[src/rtl/usb_in_ep_buffer_if.sv]
// Client-side and USB-engine-side signals of the IN-endpoint packet buffer.
// The buffer uses the slave modport; the client/engine pair uses master.
interface usb_in_ep_buffer_if #(
    parameter int MAX_PKT = 32,
    parameter int PTR_W   = $clog2(MAX_PKT) + 1
);
    logic             in_ep_req;
    logic             in_ep_grant;
    logic             in_ep_data_free;
    logic             in_ep_data_put;
    logic [7:0]       in_ep_data;
    logic             in_ep_data_done;
    logic             in_ep_stall;
    logic             in_ep_acked;
    logic             tx_pkt_ready;
    logic [PTR_W-1:0] tx_pkt_len;
    logic             tx_data_toggle;
    logic             tx_stall;
    logic             tx_start;
    logic             tx_data_get;
    logic [7:0]       tx_data;
    logic             tx_data_last;
    logic             tx_sent;
    logic             tx_ack;
    logic             tx_timeout;
    logic             toggle_clear;
    logic             overflow;

    modport slave (
        input  in_ep_req, in_ep_data_put, in_ep_data, in_ep_data_done, in_ep_stall,
        input  tx_start, tx_data_get, tx_sent, tx_ack, tx_timeout, toggle_clear,
        output in_ep_grant, in_ep_data_free, in_ep_acked, tx_pkt_ready, tx_pkt_len,
        output tx_data_toggle, tx_stall, tx_data, tx_data_last, overflow
    );

    modport master (
        output in_ep_req, in_ep_data_put, in_ep_data, in_ep_data_done, in_ep_stall,
        output tx_start, tx_data_get, tx_sent, tx_ack, tx_timeout, toggle_clear,
        input  in_ep_grant, in_ep_data_free, in_ep_acked, tx_pkt_ready, tx_pkt_len,
        input  tx_data_toggle, tx_stall, tx_data, tx_data_last, overflow
    );
endinterface

[src/rtl/usb_in_ep_buffer.sv]
// Single-packet USB IN-endpoint buffer: collects a client packet, hands it to
// the protocol engine, retransmits on timeout and tracks the DATA0/DATA1 toggle.
module usb_in_ep_buffer #(
    parameter int MAX_PKT = 32,
    parameter int PTR_W   = $clog2(MAX_PKT) + 1
) (
    input logic               clk,
    input logic               reset,
    usb_in_ep_buffer_if.slave ep
);
    localparam int               ADDR_W  = PTR_W - 1;
    localparam logic [PTR_W-1:0] MAX_CNT = PTR_W'(MAX_PKT);

    typedef enum logic [2:0] {
        IDLE,
        FILL,
        READY,
        SEND,
        WAIT_ACK
    } state_t;

    state_t           state_q, state_d;
    logic [PTR_W-1:0] count_q, count_d;
    logic [PTR_W-1:0] rd_ptr_q, rd_ptr_d;
    logic [PTR_W-1:0] len_q, len_d;
    logic [7:0]       tx_data_q, tx_data_d;
    logic             toggle_q, toggle_d;
    logic             acked_q, acked_d;
    logic             overflow_q, overflow_d;
    logic             stall_q;
    logic [7:0]       mem [MAX_PKT];
    logic             put_ok;
    logic [PTR_W:0]   fill_sum;

    // One extra bit so count+put never wraps when compared against MAX_PKT.
    assign fill_sum = {1'b0, count_q} + {{PTR_W{1'b0}}, ep.in_ep_data_put};
    assign put_ok   = (state_q == FILL) && ep.in_ep_data_put && (count_q < MAX_CNT);

    always_comb begin
        state_d    = state_q;
        count_d    = count_q;
        rd_ptr_d   = rd_ptr_q;
        len_d      = len_q;
        tx_data_d  = tx_data_q;
        toggle_d   = toggle_q;
        acked_d    = 1'b0;
        overflow_d = overflow_q | (ep.in_ep_data_put && (count_q == MAX_CNT));

        case (state_q)
            IDLE: begin
                if (ep.in_ep_req) begin
                    state_d = FILL;
                    count_d = '0;
                end
            end
            FILL: begin
                if (put_ok) begin
                    count_d = count_q + 1'b1;
                end
                if (ep.in_ep_data_done || (put_ok && (count_q == MAX_CNT - 1'b1))) begin
                    state_d = READY;
                    len_d   = put_ok ? count_q + 1'b1 : count_q;
                end else if (!ep.in_ep_req && (count_q == '0) && !ep.in_ep_data_put) begin
                    state_d = IDLE;
                end
            end
            READY: begin
                if (ep.tx_start) begin
                    state_d  = SEND;
                    rd_ptr_d = '0;
                end
            end
            SEND: begin
                if (ep.tx_data_get && (rd_ptr_q != len_q)) begin
                    tx_data_d = mem[rd_ptr_q[ADDR_W-1:0]];
                    rd_ptr_d  = rd_ptr_q + 1'b1;
                end
                if (ep.tx_sent) begin
                    state_d = WAIT_ACK;
                end
            end
            WAIT_ACK: begin
                if (ep.tx_ack) begin
                    toggle_d = ~toggle_q;
                    acked_d  = 1'b1;
                    count_d  = '0;
                    state_d  = IDLE;
                end else if (ep.tx_timeout) begin
                    state_d = READY;
                end
            end
            default: state_d = IDLE;
        endcase

        // A configuration-level clear overrides the toggle flip of a coincident ACK.
        if (ep.toggle_clear) begin
            toggle_d = 1'b0;
        end
    end

    always_ff @(posedge clk or posedge reset) begin
        if (reset) begin
            state_q    <= IDLE;
            count_q    <= '0;
            rd_ptr_q   <= '0;
            len_q      <= '0;
            tx_data_q  <= '0;
            toggle_q   <= 1'b0;
            acked_q    <= 1'b0;
            overflow_q <= 1'b0;
            stall_q    <= 1'b0;
        end else begin
            state_q    <= state_d;
            count_q    <= count_d;
            rd_ptr_q   <= rd_ptr_d;
            len_q      <= len_d;
            tx_data_q  <= tx_data_d;
            toggle_q   <= toggle_d;
            acked_q    <= acked_d;
            overflow_q <= overflow_d;
            stall_q    <= ep.in_ep_stall;
        end
    end

    always_ff @(posedge clk) begin
        if (put_ok) begin
            mem[count_q[ADDR_W-1:0]] <= ep.in_ep_data;
        end
    end

    assign ep.in_ep_grant     = (state_q == FILL);
    assign ep.in_ep_data_free = (state_q == FILL) && (fill_sum < {1'b0, MAX_CNT});
    assign ep.in_ep_acked     = acked_q;
    assign ep.tx_pkt_ready    = (state_q == READY);
    assign ep.tx_pkt_len      = len_q;
    assign ep.tx_data_toggle  = toggle_q;
    assign ep.tx_stall        = stall_q;
    assign ep.tx_data         = tx_data_q;
    // Qualified by SEND so the flag stays low at reset and while no packet is being read.
    assign ep.tx_data_last    = (state_q == SEND) && (rd_ptr_q == len_q);
    assign ep.overflow        = overflow_q;
endmodule

[src/flat_wrapper.sv]
// flat-port wrapper written by rule: the top's interface ports become plain ports
module usb_in_ep_buffer_flat 
#(
    parameter int MAX_PKT = 32,
    parameter int PTR_W   = $clog2(MAX_PKT) + 1
)
  (clk, reset, ep_in_ep_req, ep_in_ep_data_put, ep_in_ep_data, ep_in_ep_data_done, ep_in_ep_stall, ep_tx_start, ep_tx_data_get, ep_tx_sent, ep_tx_ack, ep_tx_timeout, ep_toggle_clear, ep_in_ep_grant, ep_in_ep_data_free, ep_in_ep_acked, ep_tx_pkt_ready, ep_tx_pkt_len, ep_tx_data_toggle, ep_tx_stall, ep_tx_data, ep_tx_data_last, ep_overflow);
  usb_in_ep_buffer_if #(.MAX_PKT(MAX_PKT), .PTR_W(PTR_W)) ep_i ();
  input logic clk;
  input logic reset;
  input wire logic [$bits(ep_i.in_ep_req)-1:0] ep_in_ep_req;
  input wire logic [$bits(ep_i.in_ep_data_put)-1:0] ep_in_ep_data_put;
  input wire logic [$bits(ep_i.in_ep_data)-1:0] ep_in_ep_data;
  input wire logic [$bits(ep_i.in_ep_data_done)-1:0] ep_in_ep_data_done;
  input wire logic [$bits(ep_i.in_ep_stall)-1:0] ep_in_ep_stall;
  input wire logic [$bits(ep_i.tx_start)-1:0] ep_tx_start;
  input wire logic [$bits(ep_i.tx_data_get)-1:0] ep_tx_data_get;
  input wire logic [$bits(ep_i.tx_sent)-1:0] ep_tx_sent;
  input wire logic [$bits(ep_i.tx_ack)-1:0] ep_tx_ack;
  input wire logic [$bits(ep_i.tx_timeout)-1:0] ep_tx_timeout;
  input wire logic [$bits(ep_i.toggle_clear)-1:0] ep_toggle_clear;
  output wire logic [$bits(ep_i.in_ep_grant)-1:0] ep_in_ep_grant;
  output wire logic [$bits(ep_i.in_ep_data_free)-1:0] ep_in_ep_data_free;
  output wire logic [$bits(ep_i.in_ep_acked)-1:0] ep_in_ep_acked;
  output wire logic [$bits(ep_i.tx_pkt_ready)-1:0] ep_tx_pkt_ready;
  output wire logic [$bits(ep_i.tx_pkt_len)-1:0] ep_tx_pkt_len;
  output wire logic [$bits(ep_i.tx_data_toggle)-1:0] ep_tx_data_toggle;
  output wire logic [$bits(ep_i.tx_stall)-1:0] ep_tx_stall;
  output wire logic [$bits(ep_i.tx_data)-1:0] ep_tx_data;
  output wire logic [$bits(ep_i.tx_data_last)-1:0] ep_tx_data_last;
  output wire logic [$bits(ep_i.overflow)-1:0] ep_overflow;
  assign ep_i.in_ep_req = ep_in_ep_req;
  assign ep_i.in_ep_data_put = ep_in_ep_data_put;
  assign ep_i.in_ep_data = ep_in_ep_data;
  assign ep_i.in_ep_data_done = ep_in_ep_data_done;
  assign ep_i.in_ep_stall = ep_in_ep_stall;
  assign ep_i.tx_start = ep_tx_start;
  assign ep_i.tx_data_get = ep_tx_data_get;
  assign ep_i.tx_sent = ep_tx_sent;
  assign ep_i.tx_ack = ep_tx_ack;
  assign ep_i.tx_timeout = ep_tx_timeout;
  assign ep_i.toggle_clear = ep_toggle_clear;
  assign ep_in_ep_grant = ep_i.in_ep_grant;
  assign ep_in_ep_data_free = ep_i.in_ep_data_free;
  assign ep_in_ep_acked = ep_i.in_ep_acked;
  assign ep_tx_pkt_ready = ep_i.tx_pkt_ready;
  assign ep_tx_pkt_len = ep_i.tx_pkt_len;
  assign ep_tx_data_toggle = ep_i.tx_data_toggle;
  assign ep_tx_stall = ep_i.tx_stall;
  assign ep_tx_data = ep_i.tx_data;
  assign ep_tx_data_last = ep_i.tx_data_last;
  assign ep_overflow = ep_i.overflow;
  usb_in_ep_buffer #(.MAX_PKT(MAX_PKT), .PTR_W(PTR_W)) u_core (.clk(clk), .reset(reset), .ep(ep_i));
endmodule
[config.mk]
export PLATFORM = sky130hd
export DESIGN_NAME = usb_in_ep_buffer_flat
export DESIGN_NICKNAME = d
export VERILOG_FILES = /design/src/rtl/usb_in_ep_buffer_if.sv /design/src/rtl/usb_in_ep_buffer.sv /design/src/flat_wrapper.sv
export SDC_FILE = /design/constraint.sdc
export NUM_CORES = 1
export LEC_CHECK = 0
export BUFFER_PORTS_ARGS = -buffer_cell sky130_fd_sc_hd__buf_2
export CORE_ASPECT_RATIO = 1.25
export CORE_MARGIN = 3
export CORE_UTILIZATION = 35
export CTS_BUF_LIST = sky130_fd_sc_hd__clkbuf_16
export CTS_CLUSTER_SIZE = 8
export DETAILED_ROUTE_END_ITERATION = 6
export PLACE_DENSITY = 0.5
export SLEW_MARGIN = 10
export SYNTH_ARGS = -nofsm -noshare
export SYNTH_HDL_FRONTEND = slang
export SYNTH_SLANG_ARGS = --single-unit
[constraint.sdc]
create_clock -name clk -period 2.05 [get_ports clk]
set_input_delay 0.3075 -clock clk [delete_from_list [all_inputs] [get_ports clk]]
set_output_delay 0.3075 -clock clk [all_outputs]
set_load 0.03 [all_outputs]
## Yosys cells after proc, flatten, opt, wreduce, memory -nomap -nowiden

Memory sizes are Yosys's and may differ from the RTL's. A register that Yosys moved wholly into a read port is not among the register bits.
Cells that the tools add are included.

| word-level totals | value |
|---|---|
| register bits after elaboration | 25 |
| memories | 1 |
| input port bits | 20 |
| bits in writable memories | 256 |
| word-level logic and storage cells | 77 |

Memories:

| memory | depth | width | rd ports | clocked after Yosys merged registers in | write ports | RTL line | text |
|---|---|---|---|---|---|---|---|
| u_core.mem | 32 | 8 | 1 | 1 | 1 | usb_in_ep_buffer.sv:31 | `logic [7:0] mem [MAX_PKT];` |

| operators by class | value |
|---|---|
| eq/ne operators | 15 |
| bitwise gates (word level) | 2 |
| add/sub/neg operators | 3 |
| mux-type cells | 22 |
| magnitude comparators | 2 |
| reductions and logical operators | 24 |

Operators with widths:

| operator | number |
|---|---|
| 6-bit two-way mux | 5 |
| 3-bit two-way mux | 7 |
| 6-bit one-hot mux with 3 select lines | 1 |
| 3-bit one-hot mux with 5 select lines | 1 |
| 6-bit by 1-bit adder with 6-bit output (second input constant) | 2 |
| 6-bit one-hot mux with 2 select lines | 1 |
| 1-bit logical AND | 9 |
| 2-bit inequality test (second input constant) | 4 |
| 6-bit by 1-bit adder with 7-bit output | 1 |
| 7-bit by 6-bit less-than comparator with 1-bit output (second input constant) | 1 |
| 1-bit two-way mux | 7 |
| 3-bit by 2-bit equality test with 1-bit output (second input constant) | 2 |
| 6-bit by 5-bit equality test with 1-bit output (second input constant) | 1 |
| 6-bit equality test | 1 |
| 6-bit equality test (second input constant) | 1 |
| 6-bit logical NOT | 1 |
| 6-bit less-than comparator (second input constant) | 1 |
| 6-bit inequality test | 1 |
| 2-bit AND reduction | 3 |
| 3-bit AND reduction | 2 |
| 2-bit nonzero test | 3 |
| 5-bit AND reduction | 1 |
| 3-bit by 1-bit equality test with 1-bit output (second input constant) | 1 |
| 3-bit equality test (second input constant) | 1 |
| other kinds (9) | 10 |

## Depth between registers and ports, before layout

Gate-level depths: netlist (run 1).

| logic depth | value |
|---|---|
| depth in word-level cells | 7 |
| depth in mapped cells | 9 |

## Least setup slack after synthesis (run 1)

Ideal clock, no wire load.

| path | value |
|---|---|
| path type | reg-to-reg |
| from | register u_core.state_q[1] |
| to | memory u_core.mem[13][0], enable pin |
| path slack | -0.258 ns |
| required time | 1.680 ns |
| cell stages (with the launch flop) | 9 |
| clock period less this slack | 2.308 ns |
| data arrival time | 1.938 ns |
| buffers on the path | 2 |
| library setup time | 0.370 ns |
| path through | dfrtp_1 buf_2 nor2_1 nand2_1 inv_2 and2_1 clkbuf_1 nand2_1 nor2_1 |

| between the ends | value |
|---|---|
| cells in the longest elaborated chain, start to end | 5 |

RTL lines:

| item | RTL line | text |
|---|---|---|
| start, declared | usb_in_ep_buffer.sv:22 | `state_t state_q, state_d;` |
| start signal, assigned | usb_in_ep_buffer.sv:113 | `state_q <= state_d;` |
| 3-bit by 1-bit equality test with 1-bit output | -- |  |
| net ep_in_ep_grant | flat_wrapper.sv:22 | `output wire logic [$bits(ep_i.in_ep_grant)-1:0] ep_in_ep_grant;` |
| 1-bit logical AND (2 in a row) | usb_in_ep_buffer.sv:37 | `assign put_ok = (state_q == FILL) && ep.in_ep_data_put && (count_q < MAX_CNT);` |
| 1-bit two-way mux | usb_in_ep_buffer.sv:126 | `if (put_ok) begin` |
| 1-bit two-way mux (not written as such) | usb_in_ep_buffer.sv:127 | `mem[count_q[ADDR_W-1:0]] <= ep.in_ep_data;` |
| end, declared | usb_in_ep_buffer.sv:31 |  |

The timed path passes the listed nets, and every way through them passes these cells.

## Final worst setup path (run 1)

| path | value |
|---|---|
| from | register u_core.rd_ptr_q[0] |
| to | output port ep_tx_data_last |

| between the ends | value |
|---|---|
| cells in the longest elaborated chain, start to end | 2 |

RTL lines:

| item | RTL line | text |
|---|---|---|
| start, declared | usb_in_ep_buffer.sv:24 | `logic [PTR_W-1:0] rd_ptr_q, rd_ptr_d;` |
| start signal, assigned | usb_in_ep_buffer.sv:115 | `rd_ptr_q <= rd_ptr_d;` |
| 6-bit equality test | usb_in_ep_buffer.sv:140 | `assign ep.tx_data_last = (state_q == SEND) && (rd_ptr_q == len_q);` |
| 1-bit logical AND | usb_in_ep_buffer.sv:140 |  |
| end, declared | flat_wrapper.sv:30 | `output wire logic [$bits(ep_i.tx_data_last)-1:0] ep_tx_data_last;` |

No other way between the ends.

==> flow_summary.toml, run 1 <==
[run_status]
outcome = "complete, but fails checks"
violations = "negative setup slack"

[route]
avgViaCountPerCell = 5.40
wire_per_inst_um = 25.3
drc = 0
drtPass1Iterations = 5
postRouteAntennaNets = 0
drtIter0Drc = 525
via_count = 6475
routed_wirelength_mm = 30.4

[clock_tree]
worstSkewPairLatency_ps = 530
cts.sinks = 289
clkTransAtPathRegs_ps = 50
h-tree-depth = 2
cts-root-buf = "clkbuf_16"
cts_tree = "yes"
clock_path_buffers = 3
numCtsBuffers = 42

[timing]
fin_ws_ps = -147
fmax_mhz = 455
worstMarginPinSlew_ps = 739
min_period_ps = 2200
drv_slew = 0
tns_ps = -620
finalHoldViolations = 0
relSlewSlack_pct = 50.7
worst_hold_slack_ps = 81.0
setup_viol = 9
fin_crit_sh_pct = 107
rsz0062_at_grt = "true"
clock_skew_ps = 12.8

[worst_setup_path]
cp_max_fo = 2
cp.required_ps = 1740
cp-start-kind = "register"
critPathArrivalTime_ps = 1890
critPathKind = "reg2out"
end_kind = "output port"
r2r_slack_ps = -90

[placed_design]
pre_cts_ws_ps = -285
dpl_cell_area_um2 = 12900
dp_hpwl_mm = 19.7
portBuffers = 41
gp_congestion = 0.890

[synth]
synthCells = 635
synth_area_um2 = 11700
synthDistinctLibCells = 48
async_reset_ff_share_pct = 11.4
syn_nets = 660
yosysWarnings = 0
synth-seq-cells = 289
syn_area_per_cell_um2 = 18.4
ys.flop_type = "edfxtp_1"
synth-edff-count = 256
ys_seq_area_share_pct = 72.7

[floorplanning]
io_pins = 42
fp.dieW_um = 170
die_area_um2 = 35700
start_util_pct = 35.6
core_um2 = 32900
dieHeight_um = 210
row_count = 74

[power]
power_frac_seq_pct = 38.1
vdd_drop_max_mv = 0.503
powerDensity_nw_per_um2 = 1250
power.leakage_nw = 4.94
power.switching_mw = 5.43
finalPower_mw = 18.2
intPower_mw = 12.8
switching_share_pct = 29.8
p_clk_share_pct = 33.1
p_comb_share_pct = 28.9

[layout]
mostFrequentLayoutCell = "edfxtp_1"
final_cell_mix = "edfxtp_1 (256), buf_4 (56), mux4_2 (46), clkbuf_16 (44), buf_2 (39)"
fillers = 2794
synthToLayoutAreaGrowth_pct = 24.5
fin_nets = 790
drive_above_1_share_pct = 35.5
antennaDiodeCount = 0
design_area_um2 = 14600

[global_route]
met3_usage_pct = 2.63
top_usage_layer = "met2"
grt_pass1_wl_mm = 45.0
grt_max_degree = 33
grt_overflow = 0
met2_usage_pct = 30.1
antenna_found_initial = 0
grt_pass1_vias = 6789
use_met1_pct = 22.0
grt_use_total_pct = 17.2

[run]
drv_cap = 0

[hold_path]
hold_path.class = "in2reg"
==> sequential cells by signal, summed over array words and instances, names as in the netlist <==
register / flops
u_core.mem: 256
u_core.ep.tx_data_toggle: 1
u_core.ep.tx_stall: 1
u_core.rd_ptr_q: 6
u_core.state_q: 3
u_core.count_q: 6
u_core.ep.tx_pkt_len: 6
u_core.ep.tx_data: 8
u_core.ep.overflow: 1
u_core.ep.in_ep_acked: 1
==> cells by family after synthesis <==
| logic type | after synthesis | share of synthesized area (%) |
|---|---|---|
| AO/OA/AOI/OAI | 76 | 4.21 |
| XOR/XNOR | 11 | 0.823 |
| adder cells (fa/ha/maj) | 5 | 0.534 |
| buffers and inverters | 40 | 2.22 |
| flip-flops | 289 | 72.7 |
| multiplexers | 73 | 13.8 |
| AND/OR/NAND/NOR | 141 | 5.72 |
==> power by group through the flow <==
stage / registers [mW] / clock network, mW / logic [mW]
2_1_floorplan: 7.21 / 0 / 2.68
3_3_place_gp: 7.05 / 0 / 4.44
3_5_place_dp: 7.06 / 0 / 4.46
4_1_cts: 6.94 / 6.14 / 5.13
5_1_grt: 6.96 / 6.39 / 5.58
6_report: 6.94 / 6.04 / 5.27
==> layout make-up <==
type | count | area (um2) | share of cell area, %
Clock inverter | 18 | 77.6 | 0.532
Clock buffer | 43 | 1080 | 7.38
Sequential cell | 289 | 8520 | 58.5
Multi-Input combinational cell | 306 | 3280 | 22.5
Timing Repair Buffer | 121 | 1080 | 7.41
Inverter | 5 | 18.8 | 0.129
Tap cell | 418 | 523 | 3.59
==> synth_stat cells (all sizes together), types with 6 or more instances <==
cell type	n	area, um2
nand3b	6	45.0
dfrtp	33	826
xor2	6	52.6
nand3	14	70.1
mux4	62	1500
mux2i	9	90.1
a21oi	13	65.1
o22ai	24	150
o21ai	14	70.1
clkbuf	6	22.5
nand2	27	101
nor2	57	214
buf	29	219
nor3	9	45.0
edfxtp	256	7690
==> per-stage QoR <==
| step | cells | util (%) |
|---|---|---|
| after floorplan | 635 | - |
| after global placement | 1119 | 39.4 |
| after detailed placement | 1119 | 39.4 |
| after CTS | 1193 | 44.0 |
| after global routing | 1200 | 44.3 |
| final | 1200 | 44.3 |
==> critical path: stages, from the launching register on <==
cell	delay (ps)
dfrtp_4	500
buf_12	140
xor2_1	150
nor4_2	190
nand3_1	110
nor2_1	100
buf_4	170
==> worst paths after layout <==
| kind | start | endpoint | depth (start not counted) |
|---|---|---|---|
| max | u_core.rd_ptr_q[0]$_DFFE_PP0P_ | ep_tx_data_last | 6 |
| min reg2reg | u_core.ep.overflow$_DFF_PP0_ | u_core.ep.overflow$_DFF_PP0_ | 1 |
| min | ep_in_ep_data_put | u_core.ep.overflow$_DFF_PP0_ | 2 |
| min in group asynchronous | reset | u_core.rd_ptr_q[5]$_DFFE_PP0P_ | 3 |
| max in group asynchronous | reset | u_core.count_q[3]$_DFFE_PP0P_ | 4 |
| max reg2reg | u_core.rd_ptr_q[0]$_DFFE_PP0P_ | u_core.ep.tx_data[0]$_DFFE_PP0P_ | 8 |
==> per-layer routing <==
layer,wire length (um),share of wire [%],vias up
met2,15700,52,195
met4,711,2.3,0
met5,0,0,-
met3,1180,3.9,44
li1,-,-,2825
met1,12800,42,3411
==> timing repair <==
item | 4_1_cts | 5_1_grt
hold buffers | 3 | 0
endpoints found under the setup margin | 12 | 27
endpoints found under the hold margin | 18 | 0
setup buffers | 9 | 7
cloned | 2 | 1
pin swaps | 13 | 13
gates resized for setup | 57 | 15
No activity file was read; power rests on OpenSTA's default activity.
==> run 2, diff against run 1 <==
Settings changed: BUFFER_PORTS_ARGS -buffer_cell sky130_fd_sc_hd__buf_2 to -buffer_cell sky130_fd_sc_hd__clkbuf_2.
==> flow_summary.toml, run 2 (synthesized netlist as in run 1, its figures left out) <==
[timing]
drv_slew = 0
finalHoldViolations = 0
fin_ws_ps = -223
setup_viol = 7
min_period_ps = 2270
rsz0062_at_grt = "true"
worstMarginPinSlew_ps = 750
relSlewSlack_pct = 50.0
clock_skew_ps = 32.2
fmax_mhz = 440
fin_crit_sh_pct = 111

[layout]
drive_above_1_share_pct = 35.9
fin_nets = 789
final_cell_mix = "edfxtp_1 (256), buf_4 (52), mux4_2 (46), clkbuf_16 (43), clkbuf_2 (38)"
synthToLayoutAreaGrowth_pct = 24.9
mostFrequentLayoutCell = "edfxtp_1"
final_util_pct = 44.5
final_cells = 1201
antennaDiodeCount = 0
largest_register_ffs = 256

[floorplanning]
core_um2 = 32900
die_area_um2 = 35700
row_count = 74
start_util_pct = 35.6
io_pins = 42
dieHeight_um = 210
fp.dieW_um = 170

[route]
dr_wl_met3_mm = 1.45
drtPass1Iterations = 4
wire_per_inst_um = 25.2
drt-met1-wl_mm = 12.4
routed_wirelength_mm = 30.3
dr_wl_met2_mm = 15.7
postRouteAntennaNets = 0
topRoutingLayerUsed = "met4"
drtIter0Drc = 482
via_count = 6394
drc = 0
avgViaCountPerCell = 5.32

[clock_tree]
numCtsBuffers = 42
worstSkewPairLatency_ps = 540
h-tree-depth = 2
cts.sinks = 289
clock_path_buffers = 3
clkTransAtPathRegs_ps = 50
cts_tree = "yes"
cts-root-buf = "clkbuf_16"

[hold_path]
hold_path.class = "in2reg"

[power]
vdd_drop_max_mv = 0.666
power.leakage_nw = 4.97
powerDensity_nw_per_um2 = 1250
finalPower_mw = 18.2

[global_route]
grt_overflow = 0
grt_use_total_pct = 17.4
grt_max_degree = 33
grt_pass1_vias = 6926
antenna_found_initial = 0
grt_pass1_wl_mm = 45.6

[worst_setup_path]
critPathArrivalTime_ps = 1970
cp-start-kind = "register"
critPathKind = "reg2out"
cp_max_fo = 2
end_kind = "output port"
cp.required_ps = 1740

[run_status]
violations = "negative setup slack"
outcome = "complete, but fails checks"

[run]
drv_cap = 0

[placed_design]
portBuffers = 41
dp_hpwl_mm = 19.4
pre_cts_ws_ps = -280
dp.cells = 1117
gp_congestion = 0.877
-- run 2: cell count changes in the layout (fill, tap and decap cells not counted), sizes merged --
cell    delta
bufbuf     +2
clkbuf    +39
clkinv     +2
buf       -42
-- run 2: final timing paths --
| check | depth (start not counted) | to | startpoint | slack [ps] |
|---|---|---|---|---|
| worst max-delay path | 6 | ep_tx_data_last | u_core.rd_ptr_q[2]$_DFFE_PP0P_ | -220 |
| worst min-delay path | 2 | u_core.ep.overflow$_DFF_PP0_ | ep_in_ep_data_put | 80 |
| worst max register to register | 8 | u_core.ep.tx_data[3]$_DFFE_PP0P_ | u_core.rd_ptr_q[0]$_DFFE_PP0P_ | -170 |
| worst min register to register | 1 | u_core.ep.overflow$_DFF_PP0_ | u_core.ep.overflow$_DFF_PP0_ | 470 |
| max in group asynchronous | 5 | u_core.count_q[0]$_DFFE_PP0P_ | reset | 1050 |
| min in group asynchronous | 3 | u_core.ep.tx_stall$_DFF_PP0_ | reset | 220 |
-- run 2: power breakdown --
part,internal [mW],leakage (nW),switching [mW],total (mW)
logic,2.39,1.62,2.76,5.14
clock network,3.72,0.638,2.43,6.15
registers,6.70,2.72,0.257,6.96
total,12.8,4.97,5.44,18.2
-- run 2: timing repair --
item	in CTS	in global routing
endpoints found under the setup margin	13	57
buffers inserted	12	3
resized for setup	53	10
pin swaps	8	6
cloned	4	0
hold buffers	3	0
hold endpoints to repair	8	0
-- run 2: stage by stage --
stage,setup TNS [ps],area [um2],hold slack [ps]
2_1_floorplan,0,11900,339
3_3_place_gp,-1090,13000,216
3_5_place_dp,-1210,13000,229
4_1_cts,-755,14500,64.2
5_1_grt,-1410,14600,83.5
6_report,-687,14600,83.0
-- run 2: per-layer routing --
layer,up-vias,GRT usage [%]
li1,2829,-
met1,3343,21.8
met2,177,30.6
met3,45,3.23
met4,0,5.42
met5,-,0
-- run 2: final cells by class --
type | instances | area, um2
clock inverters | 20 | 105
inverters | 5 | 18.8
clock buffers | 43 | 1080
well taps | 418 | 523
repair buffers | 120 | 1130
multi-input cells | 306 | 3240
fillers | 2791 | 18300
flip-flops and latches | 289 | 8520
-- run 2: worst max-delay path, cell delays in order, from the launching register on --
cell	delay (ps)
dfrtp_2	430
buf_12	130
xor2_1	150
nor4_2	300
nand3_1	110
nor2_1	120
clkbuf_8	170
==> run 3, diff against run 2 <==
--- a/config.mk
+++ b/config.mk
@@ -14,3 +14,5 @@
 export DETAILED_ROUTE_END_ITERATION = 6
+export HOLD_SLACK_MARGIN = 0.02
 export PLACE_DENSITY = 0.5
+export SKIP_LAST_GASP = 1
 export SLEW_MARGIN = 10
==> constraint.sdc (replaced) <==
create_clock -name clk -period 2.05 [get_ports clk]
set_input_delay 0 -clock clk [delete_from_list [all_inputs] [get_ports clk]]
set_output_delay 0 -clock clk [all_outputs]
set_load 0.03 [all_outputs]
==> flow_summary.toml, run 3 (synthesized netlist as in run 1, its figures left out) <==
[run_status]
outcome = "complete, but fails checks"
violations = "negative setup slack"

[placed_design]
dp.cells = 1117
dpl_cell_area_um2 = 13000
pre_cts_ws_ps = -338
portBuffers = 41
dp_hpwl_mm = 19.1
gp_congestion = 0.857

[route]
wire_per_inst_um = 23.7
avgViaCountPerCell = 5.23
drc = 0
drt-met1-wl_mm = 11.7
dr_wl_met2_mm = 14.6
drtPass1Iterations = 4
routed_wirelength_mm = 28.7
dr_wl_met3_mm = 1.40
via_count = 6338
postRouteAntennaNets = 0
drtIter0Drc = 442
topRoutingLayerUsed = "met5"

[clock_tree]
clock_path_buffers = 3
cts.sinks = 289
clkTransAtPathRegs_ps = 50
worstSkewPairLatency_ps = 530
cts-root-buf = "clkbuf_16"
cts_tree = "yes"
numCtsBuffers = 42
h-tree-depth = 2

[global_route]
grt_overflow = 0
grt_use_total_pct = 16.3
grt_max_degree = 36
grt_pass1_wl_mm = 43.0
grt_pass1_vias = 6752
antenna_found_initial = 3

[floorplanning]
dieHeight_um = 210
fp.dieW_um = 170
die_area_um2 = 35700
start_util_pct = 35.6
row_count = 74
core_um2 = 32900
io_pins = 42

[worst_setup_path]
slowest_delay_ps = 560
path_cells = "buf_6 -> buf_4 -> mux4_1 -> a22oi_1 -> and3_1 -> o41ai_1"
cp-start-kind = "register"
r2r_cells = 6
cp.required_ps = 2460
crit_slowest_cell = "mux4_1"
critPathKind = "reg2reg"
cp_max_fo = 5
critPathArrivalTime_ps = 2500
end_kind = "register"

[layout]
mostFrequentLayoutCell = "edfxtp_1"
synthToLayoutAreaGrowth_pct = 24.9
drive_above_1_share_pct = 32.1
final_cells = 1212
largest_register_ffs = 256
design_area_um2 = 14600
fin_nets = 799
final_util_pct = 44.5
final_cell_mix = "edfxtp_1 (256), buf_4 (57), clkbuf_16 (45), clkbuf_2 (39), mux4_2 (36)"

[run]
drv_cap = 0

[timing]
drv_slew = 0
fmax_mhz = 477
setup_viol = 3
rsz0062_at_grt = "true"
min_period_ps = 2100
finalHoldViolations = 0
clock_skew_ps = 14.7
fin_crit_sh_pct = 102
worstMarginPinSlew_ps = 754
tns_ps = -70.8
worst_hold_slack_ps = 66.7
fin_ws_ps = -47.7
relSlewSlack_pct = 49.7

[hold_path]
whs_path_depth = 5
hold_path.class = "in2reg"

[power]
powerDensity_nw_per_um2 = 1220
finalPower_mw = 17.8
vdd_drop_max_mv = 0.554
power.leakage_nw = 5.00
==> run 3: cell types whose count changed in the layout (fill, tap and decap cells not counted), moves of 3 or more <==
cell / previous run / this run
buf_12: 14 / 18
buf_4: 52 / 57
bufbuf_16: 3 / 0
dlygate4sd3_1: 3 / 13
mux4_1: 16 / 26
mux4_2: 46 / 36
o22ai_1: 11 / 19
o22ai_2: 12 / 5
==> run 3: worst max-delay path: cells and delay by family, from the launching register on <==
family	cells	cell delay, ps
mux	1	560
flops	1	470
simple gates	1	330
buf+inv	2	250
compound gates	2	360
==> run 3: repair_timing <==
action | in CTS | in global routing
hold endpoints to repair | 39 | 0
resized for setup | 12 | 16
setup buffers | 3 | 15
pin swaps | 1 | 14
endpoints found under the setup margin | 14 | 70
hold buffers | 13 | 0
==> run 3: layout make-up <==
cell class | instances | area (um2)
timing repair buffer | 130 | 1150
inverter | 5 | 18.8
antenna | 2 | 5.00
sequential | 289 | 8520
tap | 418 | 523
clock inverter | 17 | 68.8
clock buffer | 45 | 1130
multi-input combinational | 306 | 3200
fill | 2816 | 18300
==> run 3: power by group <==
group          switching (mW)  internal, mW  leakage [nW]  total, mW
combinational            2.61          2.07          1.64       4.68
clock                    2.32          3.85         0.644       6.17
sequential              0.258          6.70          2.72       6.96
==> run 3: path summary, 6_finish.rpt <==
path                                           startpoint  slack (ps)                                   to
max                        u_core.rd_ptr_q[0]$_DFFE_PP0P_         -50     u_core.ep.tx_data[5]$_DFFE_PP0P_
min                                        ep_tx_data_get          70       u_core.rd_ptr_q[0]$_DFFE_PP0P_
max reg2reg                u_core.rd_ptr_q[0]$_DFFE_PP0P_         -50     u_core.ep.tx_data[5]$_DFFE_PP0P_
min reg2reg                  u_core.ep.overflow$_DFF_PP0_         490         u_core.ep.overflow$_DFF_PP0_
max in group asynchronous                           reset         740        u_core.count_q[5]$_DFFE_PP0P_
min in group asynchronous                           reset         510  u_core.ep.tx_pkt_len[1]$_DFFE_PP0P_
==> run 3: per-layer routing <==
| layer | vias to the layer above | global-route usage, % |
|---|---|---|
| li1 | 2856 | - |
| met1 | 3271 | 20.4 |
| met2 | 156 | 28.2 |
| met3 | 53 | 3.32 |
| met4 | 2 | 6.26 |
| met5 | - | 0 |
